<file path="src/rtl/ncl_pkg.sv">
// Shared dual-rail NCL types, constants and helpers for the sync bridge.
// Rail encoding: rail[1]=TRUE, rail[0]=FALSE, 00=NULL, 11=illegal.
package ncl_pkg;

    typedef logic [1:0] dr_t;

    localparam dr_t DR_NULL = 2'b00;
    localparam dr_t DR_T    = 2'b10;
    localparam dr_t DR_F    = 2'b01;

    typedef enum logic {I_NULL, I_DATA} inj_state_t;
    typedef enum logic {C_DATA, C_NULL} col_state_t;

    function automatic dr_t dr_encode(input logic b);
        return b ? DR_T : DR_F;
    endfunction

    function automatic logic dr_complete(input dr_t p);
        return |p;
    endfunction

    function automatic logic dr_is_null(input dr_t p);
        return p == DR_NULL;
    endfunction

    // 11 pairs decode as TRUE; the optional checker flags them separately.
    function automatic logic dr_decode(input dr_t p);
        return p[1];
    endfunction

endpackage

</file>
<file path="src/rtl/ncl_sync_vec.sv">
// Multi-flop synchroniser with asynchronous clear for async NCL signals entering clk.
// Rails are monotonic within a phase, so per-bit synchronisation of a vector is safe.
module ncl_sync_vec #(
    parameter int W      = 1,
    parameter int STAGES = 2
) (
    input  logic         clk,
    input  logic         init_n,
    input  logic [W-1:0] d,
    output logic [W-1:0] q
);

    logic [W-1:0] sr [STAGES];

    // shift chain, cleared by reset
    always_ff @(posedge clk or negedge init_n) begin
        if (!init_n) begin
            for (int i = 0; i < STAGES; i++) sr[i] <= '0;
        end else begin
            sr[0] <= d;
            for (int i = 1; i < STAGES; i++) sr[i] <= sr[i-1];
        end
    end

    assign q = sr[STAGES-1];

endmodule

</file>
<file path="src/rtl/ncl_sync_bridge.sv">
// Clocked front/back end for a dual-rail NCL ripple-carry adder chain.
// Optional build macro NCL_BRIDGE_CHECK_EN adds a sticky err output for illegal/early rails.
//
// state  | meaning
// I_NULL | injector drives NULL, waits for chain to settle empty then accepts an operand word
// I_DATA | injector holds DATA wavefront until every operand cell reports completion
// C_DATA | collector waits for a complete sum wavefront and a free output register
// C_NULL | collector raises sumCOMP and waits for the chain outputs to return to NULL
module ncl_sync_bridge
    import ncl_pkg::*;
#(
    parameter int WIDTH       = 8,
    parameter int SYNC_STAGES = 2
) (
    input  logic               clk,
    input  logic               init_n,
    input  logic               in_valid,
    output logic               in_ready,
    input  logic [WIDTH-1:0]   in_a,
    input  logic [WIDTH-1:0]   in_b,
    input  logic               in_cin,
    output logic [2*WIDTH-1:0] a_dr,
    output logic [2*WIDTH-1:0] b_dr,
    output logic [1:0]         cin_dr,
    input  logic [WIDTH-1:0]   opnd_comp,
    input  logic               cin_comp,
    input  logic [2*WIDTH-1:0] sum_dr,
    input  logic [1:0]         cout_dr,
    output logic [WIDTH-1:0]   sum_comp,
    output logic               cout_comp,
    output logic               out_valid,
    input  logic               out_ready,
    output logic [WIDTH-1:0]   out_sum,
    output logic               out_cout
`ifdef NCL_BRIDGE_CHECK_EN
    ,
    output logic               err
`endif
);

    localparam int CW = WIDTH + 1;
    localparam int RW = 2 * WIDTH + 2;

    logic [CW-1:0] comp_s;
    logic [RW-1:0] rail_s;

    ncl_sync_vec #(.W(CW), .STAGES(SYNC_STAGES)) u_sync_comp (
        .clk    (clk),
        .init_n (init_n),
        .d      ({cin_comp, opnd_comp}),
        .q      (comp_s)
    );

    ncl_sync_vec #(.W(RW), .STAGES(SYNC_STAGES)) u_sync_rail (
        .clk    (clk),
        .init_n (init_n),
        .d      ({cout_dr, sum_dr}),
        .q      (rail_s)
    );

    logic comp_all, comp_none;
    assign comp_all  = &comp_s;
    assign comp_none = ~|comp_s;

    // ---------------- injector ----------------
    inj_state_t           inj_st, inj_nxt;
    logic                 accept, drop_data;
    logic [2*WIDTH-1:0]   a_enc, b_enc;

    // binary operands to dual-rail DATA
    always_comb begin
        a_enc = '0;
        b_enc = '0;
        for (int i = 0; i < WIDTH; i++) begin
            a_enc[2*i +: 2] = dr_encode(in_a[i]);
            b_enc[2*i +: 2] = dr_encode(in_b[i]);
        end
    end

    // injector next state
    always_comb begin
        inj_nxt   = inj_st;
        accept    = 1'b0;
        drop_data = 1'b0;
        case (inj_st)
            I_NULL: begin
                accept = in_valid && in_ready;
                if (accept) inj_nxt = I_DATA;
            end
            I_DATA: begin
                if (comp_all) begin
                    drop_data = 1'b1;
                    inj_nxt   = I_NULL;
                end
            end
            default: inj_nxt = I_NULL;
        endcase
    end

    // injector state register
    always_ff @(posedge clk or negedge init_n) begin
        if (!init_n) inj_st <= I_NULL;
        else         inj_st <= inj_nxt;
    end

    // rail drivers and registered ready; ready only once the chain reports empty
    always_ff @(posedge clk or negedge init_n) begin
        if (!init_n) begin
            a_dr     <= '0;
            b_dr     <= '0;
            cin_dr   <= DR_NULL;
            in_ready <= 1'b0;
        end else begin
            if (accept) begin
                a_dr   <= a_enc;
                b_dr   <= b_enc;
                cin_dr <= dr_encode(in_cin);
            end else if (drop_data) begin
                a_dr   <= '0;
                b_dr   <= '0;
                cin_dr <= DR_NULL;
            end
            in_ready <= (inj_nxt == I_NULL) && comp_none;
        end
    end

    // ---------------- collector ----------------
    col_state_t     col_st, col_nxt;
    logic           all_complete, all_null, capture;
    logic [WIDTH:0] word_dec;

    // completeness and decode of the synchronised sum/cout pairs
    always_comb begin
        all_complete = 1'b1;
        all_null     = 1'b1;
        word_dec     = '0;
        for (int i = 0; i <= WIDTH; i++) begin
            if (!dr_complete(rail_s[2*i +: 2])) all_complete = 1'b0;
            if (!dr_is_null(rail_s[2*i +: 2]))  all_null     = 1'b0;
            word_dec[i] = dr_decode(rail_s[2*i +: 2]);
        end
    end

    // collector next state and completion outputs
    always_comb begin
        col_nxt   = col_st;
        capture   = 1'b0;
        sum_comp  = '0;
        cout_comp = 1'b0;
        case (col_st)
            C_DATA: begin
                if (all_complete && (!out_valid || out_ready)) begin
                    capture = 1'b1;
                    col_nxt = C_NULL;
                end
            end
            C_NULL: begin
                sum_comp  = '1;
                cout_comp = 1'b1;
                if (all_null) col_nxt = C_DATA;
            end
            default: col_nxt = C_DATA;
        endcase
    end

    // collector state register
    always_ff @(posedge clk or negedge init_n) begin
        if (!init_n) col_st <= C_DATA;
        else         col_st <= col_nxt;
    end

    // output holding register; capture may coincide with a pop
    always_ff @(posedge clk or negedge init_n) begin
        if (!init_n) begin
            out_valid <= 1'b0;
            out_sum   <= '0;
            out_cout  <= 1'b0;
        end else if (capture) begin
            out_valid <= 1'b1;
            out_sum   <= word_dec[WIDTH-1:0];
            out_cout  <= word_dec[WIDTH];
        end else if (out_valid && out_ready) begin
            out_valid <= 1'b0;
        end
    end

`ifdef NCL_BRIDGE_CHECK_EN
    logic [RW-1:0] rail_q;
    logic          illegal, early_rise;

    // any 11 pair, or any rail rising while the chain should be draining
    always_comb begin
        illegal = 1'b0;
        for (int i = 0; i <= WIDTH; i++) begin
            if (&rail_s[2*i +: 2]) illegal = 1'b1;
        end
        early_rise = (col_st == C_NULL) && (|(rail_s & ~rail_q));
    end

    // sticky error flag, cleared only by reset
    always_ff @(posedge clk or negedge init_n) begin
        if (!init_n) begin
            rail_q <= '0;
            err    <= 1'b0;
        end else begin
            rail_q <= rail_s;
            if (illegal || early_rise) err <= 1'b1;
        end
    end
`endif

endmodule
</file>
<file path="config.mk">
export PLATFORM = sky130hd
export DESIGN_NAME = ncl_sync_bridge
export DESIGN_NICKNAME = d
export VERILOG_FILES = /design/src/rtl/ncl_pkg.sv /design/src/rtl/ncl_sync_vec.sv /design/src/rtl/ncl_sync_bridge.sv
export SDC_FILE = /design/constraint.sdc
export NUM_CORES = 1
export LEC_CHECK = 0
export BUFFER_PORTS_ARGS = -buffer_cell sky130_fd_sc_hd__buf_2
export CAP_MARGIN = 20
export CORE_ASPECT_RATIO = 0.6
export CORE_MARGIN = 2
export CORE_UTILIZATION = 25
export CTS_BUF_LIST = sky130_fd_sc_hd__clkbuf_4 sky130_fd_sc_hd__clkbuf_8 sky130_fd_sc_hd__clkbuf_16
export CTS_CLUSTER_DIAMETER = 120
export DETAILED_ROUTE_END_ITERATION = 12
export MAX_ROUTING_LAYER = met4
export PLACE_DENSITY = 0.45
export SLEW_MARGIN = 20
export SYNTH_ARGS = -nofsm -noshare
export SYNTH_HDL_FRONTEND = slang
export SYNTH_SLANG_ARGS = --single-unit
</file>
<file path="constraint.sdc">
create_clock -name clk -period 2 [get_ports clk]
set_input_delay 0.1 -clock clk [delete_from_list [all_inputs] [get_ports clk]]
set_output_delay 0.1 -clock clk [all_outputs]
set_load 0.02 [all_outputs]
</file>
==> results of run 1 <==
timing repair:
item,CTS,global route
endpoints found under the setup margin,9,9
buffers inserted,2,0
gates resized for setup,0,5
hold buffers,46,0
hold endpoints to repair,92,0
per-layer routing:
layer  routed length [um]  part of all wire  vias to the layer above  global-route usage
li1                     -                 -                     1020                   -
met1                 3580              0.51                     1060               0.157
met2                 2960              0.42                       62               0.153
met3                  389             0.056                        8              0.0388
met4                   55            0.0079                        0              0.0354
met5                    0                 0                        -                   -
per-stage QoR:
stage / setup TNS, ns / hold WS, ns / setup slack [ns] / cells / area [sq um]
2_1_floorplan: 0 / -0.196 / 0.0401 / 210 / 3200
3_3_place_gp: -0.0235 / 0.108 / -0.00575 / 468 / 3890
3_5_place_dp: -0.421 / 0.108 / -0.0590 / 468 / 3890
4_1_cts: -0.363 / 0.107 / -0.0561 / 531 / 4650
5_1_grt: -0.629 / 0.156 / -0.0903 / 531 / 4670
6_report: -0.0611 / 0.128 / -0.0137 / 531 / 4670
area by class of cell:
class	count	area [sq um]
Clock inverter	3	20.0
Inverter	1	3.75
Multi-Input combinational cell	93	598
Clock buffer	12	267
Fill cell	1214	7580
Sequential cell	101	2530
Timing Repair Buffer	156	1050
Tap cell	165	206
flip-flops by register name, summed over array words and instances (netlist names):
register        count
u_sync_comp.q       9
out_valid           1
b_dr               16
a_dr               16
in_ready            1
col_st              1
inj_st              1
out_sum             8
u_sync_comp.sr      9
cin_dr              2
u_sync_rail.sr     18
u_sync_rail.q      18
out_cout            1
critical path, cell delays in order, from the launching register on:
cell	delay, ns
dfrtp_1	0.34
nor2_1	0.05
or3_1	0.37
or4_4	0.43
nor4_4	0.18
buf_4	0.19
mux2_2	0.33
power breakdown:
| group | internal, mW | switching (mW) | total, mW | leakage (nW) |
|---|---|---|---|---|
| clock network | 0.937 | 0.711 | 1.65 | 0.137 |
| logic | 0.377 | 0.497 | 0.874 | 0.904 |
| registers | 2.25 | 0.107 | 2.36 | 1.22 |
cell families (layout without fill, tap and decap cells):
| group | count (synthesis) | count (layout) | synth area share |
|---|---|---|---|
| simple gates | 45 | 45 | 0.0645 |
| compound gates | 39 | 39 | 0.0837 |
| mux | 9 | 9 | 0.0317 |
| flops | 101 | 101 | 0.790 |
| buf+inv | 16 | 172 | 0.0305 |
how the worst min path moves through the flow:
stage,from,endpoint
6_report,in_valid,inj_st$_DFF_PN0_
5_1_grt,in_valid,inj_st$_DFF_PN0_
4_1_cts,in_valid,inj_st$_DFF_PN0_
3_5_place_dp,init_n,a_dr[0]$_DFFE_PN0P_
3_3_place_gp,init_n,a_dr[0]$_DFFE_PN0P_
2_1_floorplan,init_n,a_dr[0]$_DFFE_PN0P_
layout by cell type, fill, tap and decap left out, drive strengths merged:
| cell type | n |
|---|---|
| or4 | 2 |
| nor3 | 2 |
| a22o | 17 |
| o21ai | 17 |
| dlygate4sd3 | 46 |
| buf | 110 |
| o22ai | 2 |
| clkinvlp | 2 |
| o21bai | 1 |
| inv | 1 |
| a21o | 1 |
| dfrtp | 101 |
| or3 | 1 |
| a21oi | 1 |
| mux2 | 9 |
| nor2 | 13 |
| nand2 | 19 |
| nor4 | 2 |
| clkbuf | 12 |
| or2 | 1 |
| clkinv | 1 |
| nand4 | 4 |
| nand3 | 1 |
==> results.yml, run 1 <==
setup_path:
  r2r_cells: 6
  r2r-end: "out_sum[7]$_DFFE_PN0P_"
  cp.required_ns: 2.22
  path_max_fanout: 4
  crit_path_end_kind: "flip-flop"
  crit_end: "out_sum[7]$_DFFE_PN0P_"
  reg2reg_from: "u_sync_rail.q[17]$_DFF_PN0_"
  worstPathArrival_ns: 2.23
  r2r_setup_slack_ns: -0.01
  crit_type: "flip-flop to flip-flop"
  cp-start-kind: "flip-flop"
  cp-startpoint: "u_sync_rail.q[17]$_DFF_PN0_"
floorplanning:
  die_h_um: 91.6
  die_w_um: 150
  core.rowCount: 31
  initial_utilization: 0.261
  design.core.area_sq_um: 12300
  io_pins: 102
  die-area_sq_um: 13800
worst_hold_path:
  hold_path.class: "input pin to flip-flop"
  min_path_cells: 3
global_route:
  track_usage: 0.113
  overflow: 0
  grt_max_degree: 64
  grt_pass1_wl_mm: 11.5
  grt_pass1_vias: 2214
  antenna_found_initial: 0
cells_and_area:
  nets: 410
  n_antenna_cell: 0
  drive_gt1_frac: 0.380
  final_util: 0.381
  area_growth_pct: 46.1
sta:
  finalWorstPathRequiredPeriod_ns: 2.01
  setup_slack_ns: -0.0137
  fmax_ghz: 0.497
  setup_violations: 6
  timing.max_slew.rel_slack: 0.648
  max_slew.worst_pin.slew_ns: 0.528
  period_share: 1.01
  hold_violations: 0
  slew_violations: 0
  fin_skew_ns: 0.00781
  rsz0062_at_grt: "yes"
cts:
  clkTransAtPathRegs_ns: 0.07
  clock_latency_ns: 0.33
  cts.sinks: 101
  htree_levels: 3
  numCtsBuffers: 9
  tritoncts: "built"
  cts_root_buffer: "clkbuf_16"
  clock_tree.buffer_depth: 2
routing:
  drt_first_pass_iters: 4
  vias: 2150
  post_drt_wl_per_cell_um: 13.2
  antenna_left: 0
  drc: 0
  drt-total-wl_mm: 6.99
  vias_per_cell: 4.05
  drt_iter0_drc: 58
synth:
  synth_top_area_frac: 0.790
  synth_top_cell_by_area: "dfrtp_1"
  synth_most_common_cell: "dfrtp_1"
  synth.ff_latch_count: 101
  synth_commonest_cells: "dfrtp_1 (101), nand2_1 (19), a22o_1 (17), o21ai_0 (17), nor2_1 (13)"
  synth_edf_count: 0
  avgSynthCellArea_sq_um: 15.2
  synth_area_sq_um: 3200
  synth_top_flop_cell: "dfrtp_1"
  syn_nets: 258
  synthCells: 210
  synth_cell_types: 22
  ys_seq_area_frac: 0.790
  synthArstFlopShare: 1.00
  synthTopCellsByArea: "dfrtp_1 (79%), a22o_1 (4.7%), mux2_2 (3.2%), o21ai_0 (2.7%), nand2_1 (2.2%)"
  ys.warnings.count: 0
run_status:
  violations: "setup timing"
  status: "finished with violations"
placement:
  dpl.hpwl_mm: 4.64
  place_congestion: 0.670
  portBuffers: 101
pwr:
  p_leak_nw: 2.26
  ir_worst_vdd_uv: 357
  power_mw: 4.88
  powerDensity_nw_per_um2: 1040
job:
  drv_cap: 0
Note: power is estimated with default switching activity, not from simulation.
==> run 2, diff against run 1 <==
- CORE_ASPECT_RATIO: 0.6 -> default
- PLACE_DENSITY: 0.45 -> 0.43
- clock period: 2 -> 2.14 ns (I/O delays scaled with it)
==> run 2 against run 1 <==
  * The run now ends clean
  * Power fell by 8.3%
  * Wire length barely moved
  * Via count decreased by 0.51%
  * Combinational power down 8.5%
  * Largest cell class unchanged
==> results.yml, run 2 (synthesis gave the netlist of run 1 again) <==
pwr:
  swShare: 0.276
  p_leak_nw: 2.24
  power_mw: 4.47
  p_clk_frac: 0.331
  powerDensity_nw_per_um2: 965
  seq_power_share: 0.490
  ir_worst_vdd_uv: 354
  power.internal_mw: 3.24
  p_sw_mw: 1.24
  comb_power_share: 0.179
sta:
  setup_violations: 0
  rsz0062_at_grt: "no"
  period_share: 0.940
  hold_violations: 0
  finalWorstPathRequiredPeriod_ns: 2.01
  slew_violations: 0
  fmax_ghz: 0.497
  fin_skew_ns: 0.0105
  timing.max_slew.rel_slack: 0.667
  max_slew.worst_pin.slew_ns: 0.500
cells_and_area:
  area_growth_pct: 44.8
  drive_gt1_frac: 0.375
  n_antenna_cell: 0
  layout_common_cells: "dfrtp_1 (101), buf_2 (100), dlygate4sd3_1 (46)"
  multiInputGateArea_sq_um: 578
  nets: 409
  layout_commonest_cell: "dfrtp_1"
  nFillCells: 1232
  final_util: 0.369
  seqCellArea_sq_um: 2530
cts:
  clkTransAtPathRegs_ns: 0.07
  clock_latency_ns: 0.34
  cts_root_buffer: "clkbuf_16"
  htree_levels: 3
  tritoncts: "built"
  clock_tree.buffer_depth: 2
  cts.sinks: 101
  post_cts_resized: 0
  numCtsBuffers: 9
global_route:
  track_usage: 0.112
  grt_pass1_wl_mm: 11.0
  grt_pass1_vias: 2154
  grt_max_degree: 48
  overflow: 0
  antenna_found_initial: 0
floorplanning:
  die_h_um: 117
  core.rowCount: 41
  design.core.area_sq_um: 12600
  die_w_um: 117
  initial_utilization: 0.255
  io_pins: 102
  die-area_sq_um: 13700
setup_path:
  path_cells: "o22ai_1, or3_1, or4_1, nor4_2, buf_4, mux2_2"
  cp-start-kind: "flip-flop"
  cp.required_ns: 2.37
  worstPathArrival_ns: 2.25
  worst_path_max_delay_cell: "or4_1"
  crit_type: "flip-flop to flip-flop"
  crit_path_end_kind: "flip-flop"
  critPathBufInv: 1
  cp_slowest_stage_delay_ns: 0.42
  path_max_fanout: 6
  crit_family: "simple AND/OR/NAND/NOR gates"
routing:
  antenna_left: 0
  drc: 0
  drt_iter0_drc: 121
  post_drt_wl_per_cell_um: 13.0
  vias_per_cell: 3.98
  drt-total-wl_mm: 6.99
  vias: 2139
  drt_first_pass_iters: 4
placement:
  place_congestion: 0.723
  dpl.hpwl_mm: 4.58
  portBuffers: 101
run_status:
  status: "finished clean"
worst_hold_path:
  hold_path.class: "input pin to flip-flop"
job:
  drv_cap: 0
## run 2: repair_timing
action / CTS / global route
hold buffers: 46 / 0
buffers inserted: 1 / 0
hold endpoints to repair: 121 / 0
endpoints found under the setup margin: 5 / 0
## run 2: final timing paths
| path | startpoint | to | slack [ns] | depth (start not counted) |
|---|---|---|---|---|
| max in group asynchronous | init_n | a_dr[10]$_DFFE_PN0P_ | 1.19 | 3 |
| min reg2reg | u_sync_comp.sr[9]$_DFF_PN0_ | u_sync_comp.q[0]$_DFF_PN0_ | 0.35 | 0 |
| max | u_sync_rail.q[3]$_DFF_PN0_ | out_sum[7]$_DFFE_PN0P_ | 0.13 | 6 |
| min in group asynchronous | init_n | u_sync_rail.sr[21]$_DFF_PN0_ | 0.17 | 2 |
| min | in_valid | inj_st$_DFF_PN0_ | 0.09 | 3 |
| max reg2reg | u_sync_rail.q[3]$_DFF_PN0_ | out_sum[7]$_DFFE_PN0P_ | 0.13 | 6 |
## run 2: layer usage
layer,vias to the layer above,share of wire,track usage
met4,0,0.018,0.0447
met1,1029,0.46,0.140
met5,-,0,-
li1,1014,-,-
met3,11,0.069,0.0484
met2,85,0.46,0.160
## run 2: layout make-up
| cell class | instances | area share |
|---|---|---|
| clock buffers | 10 | 0.0502 |
| clock inverters | 5 | 0.00783 |
| inverters | 1 | 0.000810 |
| multi-input cells | 93 | 0.125 |
| flip-flops and latches | 101 | 0.545 |
| well taps | 172 | 0.0464 |
| repair buffers | 155 | 0.225 |
## run 2: stage by stage
step                      instance area [sq um]  setup TNS, ns  setup slack [ns]  hold slack (ns)  instances
after floorplan                            3200              0            0.0480           -0.189        210
after CTS                                  4630              0             0.121           0.0725        537
after detailed placement                   3900        -0.0429           -0.0112         -0.00535        475
final                                      4630              0             0.129           0.0897        537
after global routing                       4630              0            0.0146           0.0919        537
after global placement                     3900              0           0.00310         -0.00408        475
## run 2: power groups by stage
stage / logic [mW] / clock network (mW) / registers (mW)
final: 0.800 / 1.48 / 2.19
after CTS: 0.813 / 1.56 / 2.19
after global placement: 0.735 / 0 / 2.23
after global routing: 0.873 / 1.64 / 2.22
after floorplan: 0.303 / 0 / 2.41
after detailed placement: 0.747 / 0 / 2.23
## run 2: worst register-to-register path: stages (launching register included)
cell and delay (ns):
dfrtp_1 0.37, o22ai_1 0.09, or3_1 0.29, or4_1 0.42
nor4_2 0.19, buf_4 0.21, mux2_2 0.33
==> run 3, diff against run 2 <==
- ABC_AREA: default -> 1
- PLACE_DENSITY: 0.43 -> 0.42
==> run 3 against run 2 <==
  * Register-to-register slack better by 0.60 ns
  * Power up 5.0%
  * Clock-buffer cell count down 1
  * Worst hold slack worse by 0.014 ns
  * Maximum frequency up 43%
  * Final cell count up 23%
  * Global-route usage about the same
  * Sequential cell count unchanged
  * Via count up 23%
  * Critical endpoint is now b_dr[14]$_DFFE_PN0P_
==> results.yml, run 3 <==
global_route:
  grt_pass1_vias: 2569
  track_usage: 0.112
  grt_max_degree: 48
  antenna_found_initial: 0
  overflow: 0
  grt_pass1_wl_mm: 12.3
routing:
  vias: 2641
  drc: 0
  drt_first_pass_iters: 6
  post_drt_wl_per_cell_um: 11.7
  vias_per_cell: 4.01
  drt-total-wl_mm: 7.67
  drt_iter0_drc: 104
  antenna_left: 0
sta:
  fmax_ghz: 0.710
  rsz0062_at_grt: "no"
  whs_ns: 0.0758
  fin_setup_tns_ns: 0
  period_share: 0.658
  slew_violations: 0
  finalWorstPathRequiredPeriod_ns: 1.41
  timing.max_slew.rel_slack: 0.560
  setup_violations: 0
  hold_violations: 0
  max_slew.worst_pin.slew_ns: 0.658
  fin_skew_ns: 0.00503
cells_and_area:
  layout_common_cells: "dfrtp_1 (101), buf_2 (100), nand2_1 (97)"
  multiInputGateArea_sq_um: 835
  seqCellArea_sq_um: 2530
  nets: 521
  final_util: 0.360
  final_area_sq_um: 5000
  nFillCells: 1454
  drive_gt1_frac: 0.266
  layout_commonest_cell: "dfrtp_1"
  n_antenna_cell: 0
  area_growth_pct: 40.3
run_status:
  status: "finished clean"
synth:
  synthArstFlopShare: 1.00
  synth_commonest_cells: "dfrtp_1 (101), nand2_1 (97), nand3_1 (48), inv_1 (20), nor2_1 (19)"
  synth_top_cell_by_area: "dfrtp_1"
  synth_top_area_frac: 0.709
  ys_seq_area_frac: 0.709
  synth_area_sq_um: 3560
  synth.ff_latch_count: 101
  synth_most_common_cell: "dfrtp_1"
  synth_cell_types: 16
  synthCells: 329
  synthTopCellsByArea: "dfrtp_1 (71%), nand2_1 (10%), nand3_1 (6.7%), or2_0 (3.0%), inv_1 (2.1%)"
  synth_edf_count: 0
  synth_top_flop_cell: "dfrtp_1"
  syn_nets: 377
  avgSynthCellArea_sq_um: 10.8
  ys.warnings.count: 0
floorplanning:
  design.core.area_sq_um: 13900
  initial_utilization: 0.257
  die-area_sq_um: 15200
  die_w_um: 123
  core.rowCount: 43
  io_pins: 102
  die_h_um: 123
setup_path:
  crit_type: "flip-flop to flip-flop"
  path_max_fanout: 27
  worstPathArrival_ns: 1.64
  crit_path_end_kind: "flip-flop"
  r2r_cells: 6
  cp.required_ns: 2.37
  cp-start-kind: "flip-flop"
cts:
  tritoncts: "built"
  clock_tree.buffer_depth: 2
  htree_levels: 3
  clock_latency_ns: 0.35
  cts.sinks: 101
  cts_setup_buffers: 0
  clkTransAtPathRegs_ns: 0.07
  numCtsBuffers: 9
  cts_root_buffer: "clkbuf_16"
placement:
  post_dp_cell_area_sq_um: 4220
  place_congestion: 0.740
  dpl.hpwl_mm: 5.33
  portBuffers: 101
pwr:
  power_mw: 4.70
  p_leak_nw: 2.63
  ir_worst_vdd_uv: 528
  powerDensity_nw_per_um2: 939
worst_hold_path:
  hold_path.class: "input pin to flip-flop"
  min_path_cells: 4
job:
  drv_cap: 0
[run 3: cell types whose count changed in the layout (fill, tap and decap cells not counted), moves of 3 or more]
cell,before,now
a22o_1,17,0
buf_4,8,5
inv_1,1,20
mux2_2,9,0
nand2_1,19,97
nand3_1,1,48
nor2_1,12,19
o21ai_0,17,0
or2_0,0,17
[run 3: worst max-delay path, cell delays in order (launching register included)]
cell and delay [ns]:
dfrtp_1 0.37, nand2_1 0.12, nor2_4 0.04, inv_2 0.31, buf_4 0.27, or2_0 0.12, nand2_1 0.05
[run 3: path summary, 6_finish.rpt]
| path | start | to | slack [ns] |
|---|---|---|---|
| min in group asynchronous | init_n | b_dr[1]$_DFFE_PN0P_ | 0.34 |
| worst min-delay path | out_ready | out_valid$_DFFE_PN0P_ | 0.08 |
| max in group asynchronous | init_n | u_sync_comp.q[6]$_DFF_PN0_ | 1.17 |
| worst max register to register | in_ready$_DFF_PN0_ | b_dr[14]$_DFFE_PN0P_ | 0.73 |
| worst max-delay path | in_ready$_DFF_PN0_ | b_dr[14]$_DFFE_PN0P_ | 0.73 |
| worst min register to register | u_sync_rail.sr[20]$_DFF_PN0_ | u_sync_rail.q[2]$_DFF_PN0_ | 0.35 |
[run 3: kinds of logic (layout without fill, tap and decap cells)]
kind of cell           Yosys count  in the layout  share of synthesized area
flip-flops                     101            101                      0.709
AO/OA/AOI/OAI                    1              1                    0.00140
buffers and inverters           39            188                     0.0565
AND/OR/NAND/NOR                188            188                      0.233
[run 3: layout make-up]
class / count / area share
Clock buffer: 9 / 0.0451
Timing Repair Buffer: 151 / 0.202
Clock inverter: 7 / 0.0198
Tap cell: 180 / 0.0451
Sequential cell: 101 / 0.506
Multi-Input combinational cell: 189 / 0.167
Inverter: 21 / 0.0158
[run 3: where the power goes]
group,total (mW),internal (mW),switching [mW]
sequential,2.20,2.09,0.107
combinational,0.755,0.286,0.469
clock,1.74,1.03,0.712
[run 3: repair_timing]
item	in CTS	in global routing
endpoints found under the hold margin	81	0
resized for setup	0	0
hold buffers	45	0
[run 3: per-stage QoR]
step	instances	worst slack (ns)
final	658	0.732
after CTS	658	0.690
after floorplan	329	0.893
after global placement	597	0.750
after global routing	658	0.562
after detailed placement	597	0.702
[run 3: layer usage]
layer / share of wire / up-vias / GRT usage
li1: - / 1303 / -
met1: 0.41 / 1249 / 0.124
met2: 0.51 / 82 / 0.186
met3: 0.064 / 7 / 0.0434
met4: 0.014 / 0 / 0.0362
met5: 0 / - / -
